$ cat src/rtl/id_regread_stage_if.sv
// Handshake and data bundle between IF/ID, the register file, the
// downstream EX stage and the decode/register-read stage.
interface id_regread_stage_if;
    logic        in_valid;
    logic        in_ready;
    logic [15:0] in_instr;
    logic [15:0] in_pc;
    logic        in_rs_used;
    logic        in_rt_used;
    logic        in_wr_en;
    logic [2:0]  in_wr_sel;
    logic        in_is_load;
    logic [2:0]  read1regsel;
    logic [2:0]  read2regsel;
    logic [15:0] read1data;
    logic [15:0] read2data;
    logic        mem_wr_en;
    logic [2:0]  mem_wr_sel;
    logic        flush;
    logic        ex_ready;
    logic        ex_valid;
    logic [15:0] ex_instr;
    logic [15:0] ex_pc;
    logic [15:0] ex_op1;
    logic [15:0] ex_op2;
    logic [2:0]  ex_rs_sel;
    logic [2:0]  ex_rt_sel;
    logic        ex_wr_en;
    logic [2:0]  ex_wr_sel;
    logic        ex_is_load;

    // Stage side
    modport slave (
        input  in_valid, in_instr, in_pc, in_rs_used, in_rt_used,
               in_wr_en, in_wr_sel, in_is_load, read1data, read2data,
               mem_wr_en, mem_wr_sel, flush, ex_ready,
        output in_ready, read1regsel, read2regsel, ex_valid, ex_instr,
               ex_pc, ex_op1, ex_op2, ex_rs_sel, ex_rt_sel, ex_wr_en,
               ex_wr_sel, ex_is_load
    );

    // Surrounding pipeline side
    modport master (
        output in_valid, in_instr, in_pc, in_rs_used, in_rt_used,
               in_wr_en, in_wr_sel, in_is_load, read1data, read2data,
               mem_wr_en, mem_wr_sel, flush, ex_ready,
        input  in_ready, read1regsel, read2regsel, ex_valid, ex_instr,
               ex_pc, ex_op1, ex_op2, ex_rs_sel, ex_rt_sel, ex_wr_en,
               ex_wr_sel, ex_is_load
    );
endinterface

$ cat src/rtl/id_regread_stage.sv
// Decode/register-read stage: drives regfile selects, captures operands into
// the ID/EX register, inserts load-use bubbles and counts stall cycles.
module id_regread_stage #(
    parameter bit          FORWARD_EN = 1'b1,
    parameter int unsigned CNT_W      = 16
) (
    input  logic               clk,
    input  logic               rst,
    id_regread_stage_if.slave  bus,
    output logic [CNT_W-1:0]   stall_cnt
);
    logic [2:0]       w_rs;
    logic [2:0]       w_rt;
    logic             w_ex_match;
    logic             w_mem_match;
    logic             w_hazard;
    logic             w_advance;

    logic             r_valid;
    logic [15:0]      r_instr;
    logic [15:0]      r_pc;
    logic [15:0]      r_op1;
    logic [15:0]      r_op2;
    logic [2:0]       r_rs_sel;
    logic [2:0]       r_rt_sel;
    logic             r_wr_en;
    logic [2:0]       r_wr_sel;
    logic             r_is_load;
    logic [CNT_W-1:0] r_cnt;

    assign w_rs = bus.in_instr[10:8];
    assign w_rt = bus.in_instr[7:5];
    assign bus.read1regsel = w_rs;
    assign bus.read2regsel = w_rt;

    assign w_ex_match  = r_valid & r_wr_en &
                         ((bus.in_rs_used & (w_rs == r_wr_sel)) |
                          (bus.in_rt_used & (w_rt == r_wr_sel)));
    assign w_mem_match = bus.mem_wr_en &
                         ((bus.in_rs_used & (w_rs == bus.mem_wr_sel)) |
                          (bus.in_rt_used & (w_rt == bus.mem_wr_sel)));

    // With forwarding only a load in EX is too late; otherwise any EX/MEM writer blocks.
    assign w_hazard  = bus.in_valid & (FORWARD_EN ? (w_ex_match & r_is_load)
                                                  : (w_ex_match | w_mem_match));
    assign w_advance = ~r_valid | bus.ex_ready;
    assign bus.in_ready = rst & w_advance & ~w_hazard;

    always_ff @(posedge clk) begin
        if (!rst) begin
            r_valid   <= 1'b0;
            r_instr   <= '0;
            r_pc      <= '0;
            r_op1     <= '0;
            r_op2     <= '0;
            r_rs_sel  <= '0;
            r_rt_sel  <= '0;
            r_wr_en   <= 1'b0;
            r_wr_sel  <= '0;
            r_is_load <= 1'b0;
            r_cnt     <= '0;
        end else if (bus.flush) begin
            r_valid <= 1'b0;
        end else if (w_advance) begin
            if (w_hazard) begin
                r_valid <= 1'b0;
                if (r_cnt != '1) begin
                    r_cnt <= r_cnt + 1'b1;
                end
            end else if (bus.in_valid) begin
                r_valid   <= 1'b1;
                r_instr   <= bus.in_instr;
                r_pc      <= bus.in_pc;
                r_op1     <= bus.read1data;
                r_op2     <= bus.read2data;
                r_rs_sel  <= w_rs;
                r_rt_sel  <= w_rt;
                r_wr_en   <= bus.in_wr_en;
                r_wr_sel  <= bus.in_wr_sel;
                r_is_load <= bus.in_is_load;
            end else begin
                r_valid <= 1'b0;
            end
        end
    end

    assign bus.ex_valid   = r_valid;
    assign bus.ex_instr   = r_instr;
    assign bus.ex_pc      = r_pc;
    assign bus.ex_op1     = r_op1;
    assign bus.ex_op2     = r_op2;
    assign bus.ex_rs_sel  = r_rs_sel;
    assign bus.ex_rt_sel  = r_rt_sel;
    assign bus.ex_wr_en   = r_wr_en;
    assign bus.ex_wr_sel  = r_wr_sel;
    assign bus.ex_is_load = r_is_load;
    assign stall_cnt      = r_cnt;
endmodule
$ cat src/flat_wrapper.sv
// flat-port wrapper written by rule: the top's interface ports become plain ports
module id_regread_stage_flat 
#(
    parameter bit          FORWARD_EN = 1'b1,
    parameter int unsigned CNT_W      = 16
)
  (clk, rst, stall_cnt, bus_in_valid, bus_in_instr, bus_in_pc, bus_in_rs_used, bus_in_rt_used, bus_in_wr_en, bus_in_wr_sel, bus_in_is_load, bus_read1data, bus_read2data, bus_mem_wr_en, bus_mem_wr_sel, bus_flush, bus_ex_ready, bus_in_ready, bus_read1regsel, bus_read2regsel, bus_ex_valid, bus_ex_instr, bus_ex_pc, bus_ex_op1, bus_ex_op2, bus_ex_rs_sel, bus_ex_rt_sel, bus_ex_wr_en, bus_ex_wr_sel, bus_ex_is_load);
  id_regread_stage_if bus_i ();
  input  logic clk;
  input  logic rst;
  output logic [CNT_W-1:0] stall_cnt;
  input wire logic [$bits(bus_i.in_valid)-1:0] bus_in_valid;
  input wire logic [$bits(bus_i.in_instr)-1:0] bus_in_instr;
  input wire logic [$bits(bus_i.in_pc)-1:0] bus_in_pc;
  input wire logic [$bits(bus_i.in_rs_used)-1:0] bus_in_rs_used;
  input wire logic [$bits(bus_i.in_rt_used)-1:0] bus_in_rt_used;
  input wire logic [$bits(bus_i.in_wr_en)-1:0] bus_in_wr_en;
  input wire logic [$bits(bus_i.in_wr_sel)-1:0] bus_in_wr_sel;
  input wire logic [$bits(bus_i.in_is_load)-1:0] bus_in_is_load;
  input wire logic [$bits(bus_i.read1data)-1:0] bus_read1data;
  input wire logic [$bits(bus_i.read2data)-1:0] bus_read2data;
  input wire logic [$bits(bus_i.mem_wr_en)-1:0] bus_mem_wr_en;
  input wire logic [$bits(bus_i.mem_wr_sel)-1:0] bus_mem_wr_sel;
  input wire logic [$bits(bus_i.flush)-1:0] bus_flush;
  input wire logic [$bits(bus_i.ex_ready)-1:0] bus_ex_ready;
  output wire logic [$bits(bus_i.in_ready)-1:0] bus_in_ready;
  output wire logic [$bits(bus_i.read1regsel)-1:0] bus_read1regsel;
  output wire logic [$bits(bus_i.read2regsel)-1:0] bus_read2regsel;
  output wire logic [$bits(bus_i.ex_valid)-1:0] bus_ex_valid;
  output wire logic [$bits(bus_i.ex_instr)-1:0] bus_ex_instr;
  output wire logic [$bits(bus_i.ex_pc)-1:0] bus_ex_pc;
  output wire logic [$bits(bus_i.ex_op1)-1:0] bus_ex_op1;
  output wire logic [$bits(bus_i.ex_op2)-1:0] bus_ex_op2;
  output wire logic [$bits(bus_i.ex_rs_sel)-1:0] bus_ex_rs_sel;
  output wire logic [$bits(bus_i.ex_rt_sel)-1:0] bus_ex_rt_sel;
  output wire logic [$bits(bus_i.ex_wr_en)-1:0] bus_ex_wr_en;
  output wire logic [$bits(bus_i.ex_wr_sel)-1:0] bus_ex_wr_sel;
  output wire logic [$bits(bus_i.ex_is_load)-1:0] bus_ex_is_load;
  assign bus_i.in_valid = bus_in_valid;
  assign bus_i.in_instr = bus_in_instr;
  assign bus_i.in_pc = bus_in_pc;
  assign bus_i.in_rs_used = bus_in_rs_used;
  assign bus_i.in_rt_used = bus_in_rt_used;
  assign bus_i.in_wr_en = bus_in_wr_en;
  assign bus_i.in_wr_sel = bus_in_wr_sel;
  assign bus_i.in_is_load = bus_in_is_load;
  assign bus_i.read1data = bus_read1data;
  assign bus_i.read2data = bus_read2data;
  assign bus_i.mem_wr_en = bus_mem_wr_en;
  assign bus_i.mem_wr_sel = bus_mem_wr_sel;
  assign bus_i.flush = bus_flush;
  assign bus_i.ex_ready = bus_ex_ready;
  assign bus_in_ready = bus_i.in_ready;
  assign bus_read1regsel = bus_i.read1regsel;
  assign bus_read2regsel = bus_i.read2regsel;
  assign bus_ex_valid = bus_i.ex_valid;
  assign bus_ex_instr = bus_i.ex_instr;
  assign bus_ex_pc = bus_i.ex_pc;
  assign bus_ex_op1 = bus_i.ex_op1;
  assign bus_ex_op2 = bus_i.ex_op2;
  assign bus_ex_rs_sel = bus_i.ex_rs_sel;
  assign bus_ex_rt_sel = bus_i.ex_rt_sel;
  assign bus_ex_wr_en = bus_i.ex_wr_en;
  assign bus_ex_wr_sel = bus_i.ex_wr_sel;
  assign bus_ex_is_load = bus_i.ex_is_load;
  id_regread_stage #(.FORWARD_EN(FORWARD_EN), .CNT_W(CNT_W)) u_core (.clk(clk), .rst(rst), .bus(bus_i), .stall_cnt(stall_cnt));
endmodule
$ cat config.mk
export PLATFORM = sky130hd
export DESIGN_NAME = id_regread_stage_flat
export DESIGN_NICKNAME = d
export VERILOG_FILES = /design/src/rtl/id_regread_stage_if.sv /design/src/rtl/id_regread_stage.sv /design/src/flat_wrapper.sv
export SDC_FILE = /design/constraint.sdc
export NUM_CORES = 1
export LEC_CHECK = 0
export ABC_AREA = 1
export CORE_MARGIN = 2
export CORE_UTILIZATION = 35
export DETAILED_ROUTE_END_ITERATION = 10
export PLACE_DENSITY = 0.7
export SLEW_MARGIN = 10
export SYNTH_ARGS = -nofsm -noshare
export SYNTH_HDL_FRONTEND = slang
export SYNTH_SLANG_ARGS = --single-unit
$ cat constraint.sdc
create_clock -name clk -period 1.7 [get_ports clk]
set_input_delay 0.255 -clock clk [delete_from_list [all_inputs] [get_ports clk]]
set_output_delay 0.255 -clock clk [all_outputs]
set_load 0.01 [all_outputs]
==> reports/metrics.cfg <==
[grt]
grt_first_pass_wirelength_um = 18500
grt_max_degree = 67
grt_use_total_pct = 19.5
grt_pass1_vias = 3972
use_met2_pct = 32.7
met3_usage_pct = 5.62
use_met1_pct = 24.0
antenna_found_initial = 0
gr-total-overflow = 0
busiest_layer = met2

[worst_setup_path]
cp-end-kind = register
r2r-end = u_core.bus.ex_is_load
r2r_cells = 12
critPathLaunch = u_core.bus.ex_wr_sel[0]
crit_arrival_ns = 1.95
critPathRequiredTime_ns = 1.94
regToRegSetupSlack_ns = -0.01
cp_max_fo = 10
rr_startpoint = u_core.bus.ex_wr_sel[0]
startpoint_type = register
critical_path_class = reg -> reg

[timing]
setup_viol = 4
max_freq_ghz = 0.584
finalCritPeriodShare_pct = 101
slew_headroom_pct = 75.5
finClkSkew_ns = 0.0143
worst_pin_slew_ns = 0.364
slew_violations = 0
final-hold-violation-count = 0
hold-worst-slack_ns = 0.274
rsz0062_at_grt = yes
fin_ws_ns = -0.0119
post-route-min-period_ns = 1.71

[floorplanning]
ios = 179
coreArea_sq_um = 10800
die-area_sq_um = 11800
die_w_um = 109
rows = 38
start_util_pct = 35.6
chipHeight_um = 109

[yosys]
syn_area_sq_um = 3840
synth.distinct_cells = 24
synth.avg_cell_area_sq_um = 7.39
ys_seq_area_share_pct = 44.8
yosys_register_bits = 86
syn_inst = 520
synth_nets = 601
ys_warn_count = 0

[clock_tree]
cts_hold_buf = 0
clk_pin_slew_ns = 0.09
cts_made_buffers = 9
clk_latency_ns = 0.35
clock_sinks = 86
cts-htree-levels = 3
tritoncts = done
clockBufferDepth = 2
clock-root-buffer = clkbuf_8

[outcome]
violations = setup timing
status = finished, violations left

[min_path]
hold_path_depth = 3
min-delay-start = bus_in_instr[8]
hold_end = u_core.bus.ex_rs_sel[0]
hp-class = in -> reg

[place]
placed_area_sq_um = 5790
gp_congestion = 0.826
place_hpwl_um = 8350
portBuffers = 174

[layout]
syn_to_final_growth_pct = 69.4
diodes = 0
final_area_sq_um = 6510
nets = 790
layout_common_cells = clkdlybuf4s50_1 (164), nand2_1 (117), dfxtp_1 (81)
drive_gt1_share_pct = 18.8
final_common_cell = clkdlybuf4s50_1

[pwr]
power.leakage_nw = 2.45
power_density_nw_per_um2 = 671
vdd_drop_max_mv = 0.314

[detailed_routing]
vias = 4339
wl_per_cell_um = 15.4
antenna_left = 0
drt_first_pass_iters = 4
drt_iter0_markers = 177
vias_per_cell = 5.08
drc = 0
drt_wl_total_um = 13200

[job]
drv_cap = 0

worst max path at each step:
stage                                  endpoint  slack [ns]  cells after the start
after floorplan            u_core.stall_cnt[11]        0.15                     10
after global placement             bus_in_ready       -0.43                     11
after detailed placement           bus_in_ready       -0.48                     11
after CTS                          bus_in_ready        -0.1                     10
after global routing               bus_in_ready       -0.11                     10
final                     u_core.bus.ex_is_load       -0.01                     12
area by class of cell:
cell class	instances	area, sq um
fillers	960	4280
inverters	24	90.1
repair buffers	229	2400
clock buffers	10	138
flip-flops and latches	86	1730
multi-input cells	359	1940
clock inverters	6	43.8
well taps	140	175
power breakdown:
part,switching (mW),internal [mW],total [mW],leakage [nW]
clock network,0.767,0.580,1.35,0.0930
registers,0.0474,2.09,2.14,0.703
logic,0.384,0.495,0.879,1.65
total,1.20,3.17,4.37,2.45
flip-flops by register name, summed over array words and instances (netlist names):
| register | count |
|---|---|
| u_core.bus.ex_instr | 12 |
| u_core.bus.ex_is_load | 1 |
| u_core.bus.ex_op1 | 16 |
| u_core.bus.ex_op2 | 16 |
| u_core.bus.ex_pc | 16 |
| u_core.bus.ex_rs_sel | 2 |
| u_core.bus.ex_rt_sel | 2 |
| u_core.bus.ex_valid | 1 |
| u_core.bus.ex_wr_en | 1 |
| u_core.bus.ex_wr_sel | 3 |
| u_core.stall_cnt | 16 |
cell families after synthesis:
family,synth area share [%]
buffers and inverters,10.2
and+or+nand+nor,33.6
xor gates and xnor gates,0.684
adders and majority gates,0.326
DFF,44.8
AOI/OAI and AO/OA,10.4
timing repair:
action | CTS | global route
pin swaps | 5 | 15
gates resized for setup | 13 | 56
setup endpoints to repair | 4 | 71
cloned | 0 | 13
buffers inserted | 2 | 6
through the flow:
stage / setup WS, ns / TNS [ns] / std cells / utilization, % / power, mW
CTS: -0.0967 / -0.808 / 836 / 55.5 / 4.32
global placement: -0.432 / -17.21 / 818 / 53.7 / 2.95
finish: -0.0119 / -0.0304 / 854 / 60.3 / 4.37
global route: -0.112 / -3.17 / 854 / 60.3 / 4.56
floorplan: 0.148 / 0 / 520 / - / 2.50
detailed placement: -0.482 / -22.44 / 818 / 53.7 / 2.97
layer usage:
metal	vias to the layer above	routed length [um]	share of wire, %
met5	-	0	0
met4	0	212	1.6
met3	14	1040	7.9
met2	167	6380	48
met1	2030	5520	42
li1	2128	-	-
synth_stat cells:
cell	n	share of area (%)
inv_2	3	0.29
dfxtp_1	86	45
inv_1	21	2.1
xor2_1	1	0.23
nand2_1	125	12
nor3_2	1	0.26
o21bai_4	1	0.49
buf_6	3	0.88
clkbuf_1	19	1.9
nor2_8	1	0.52
buf_2	6	0.78
nor2_2	2	0.33
buf_1	4	0.39
nor3_1	4	0.52
nand3_2	2	0.52
a21oi_1	76	9.9
nand4_1	64	10
nand3_1	20	2.6
ha_1	1	0.33
buf_4	20	3.9
nand2_2	3	0.49
nor2_1	53	5.2
xnor2_1	2	0.46
nor2_4	2	0.59
critical path: stages (launching register included):
cell	delay, ns
dfxtp_2	0.33
inv_2	0.09
nand2_2	0.05
nand2_1	0.06
nor2_1	0.04
nand2_1	0.08
nand2_2	0.09
buf_4	0.16
nand2_8	0.09
nand3_4	0.22
clkbuf_16	0.26
nor2_1	0.09
nor2_1	0.05
(Power assumes the default switching activity.)
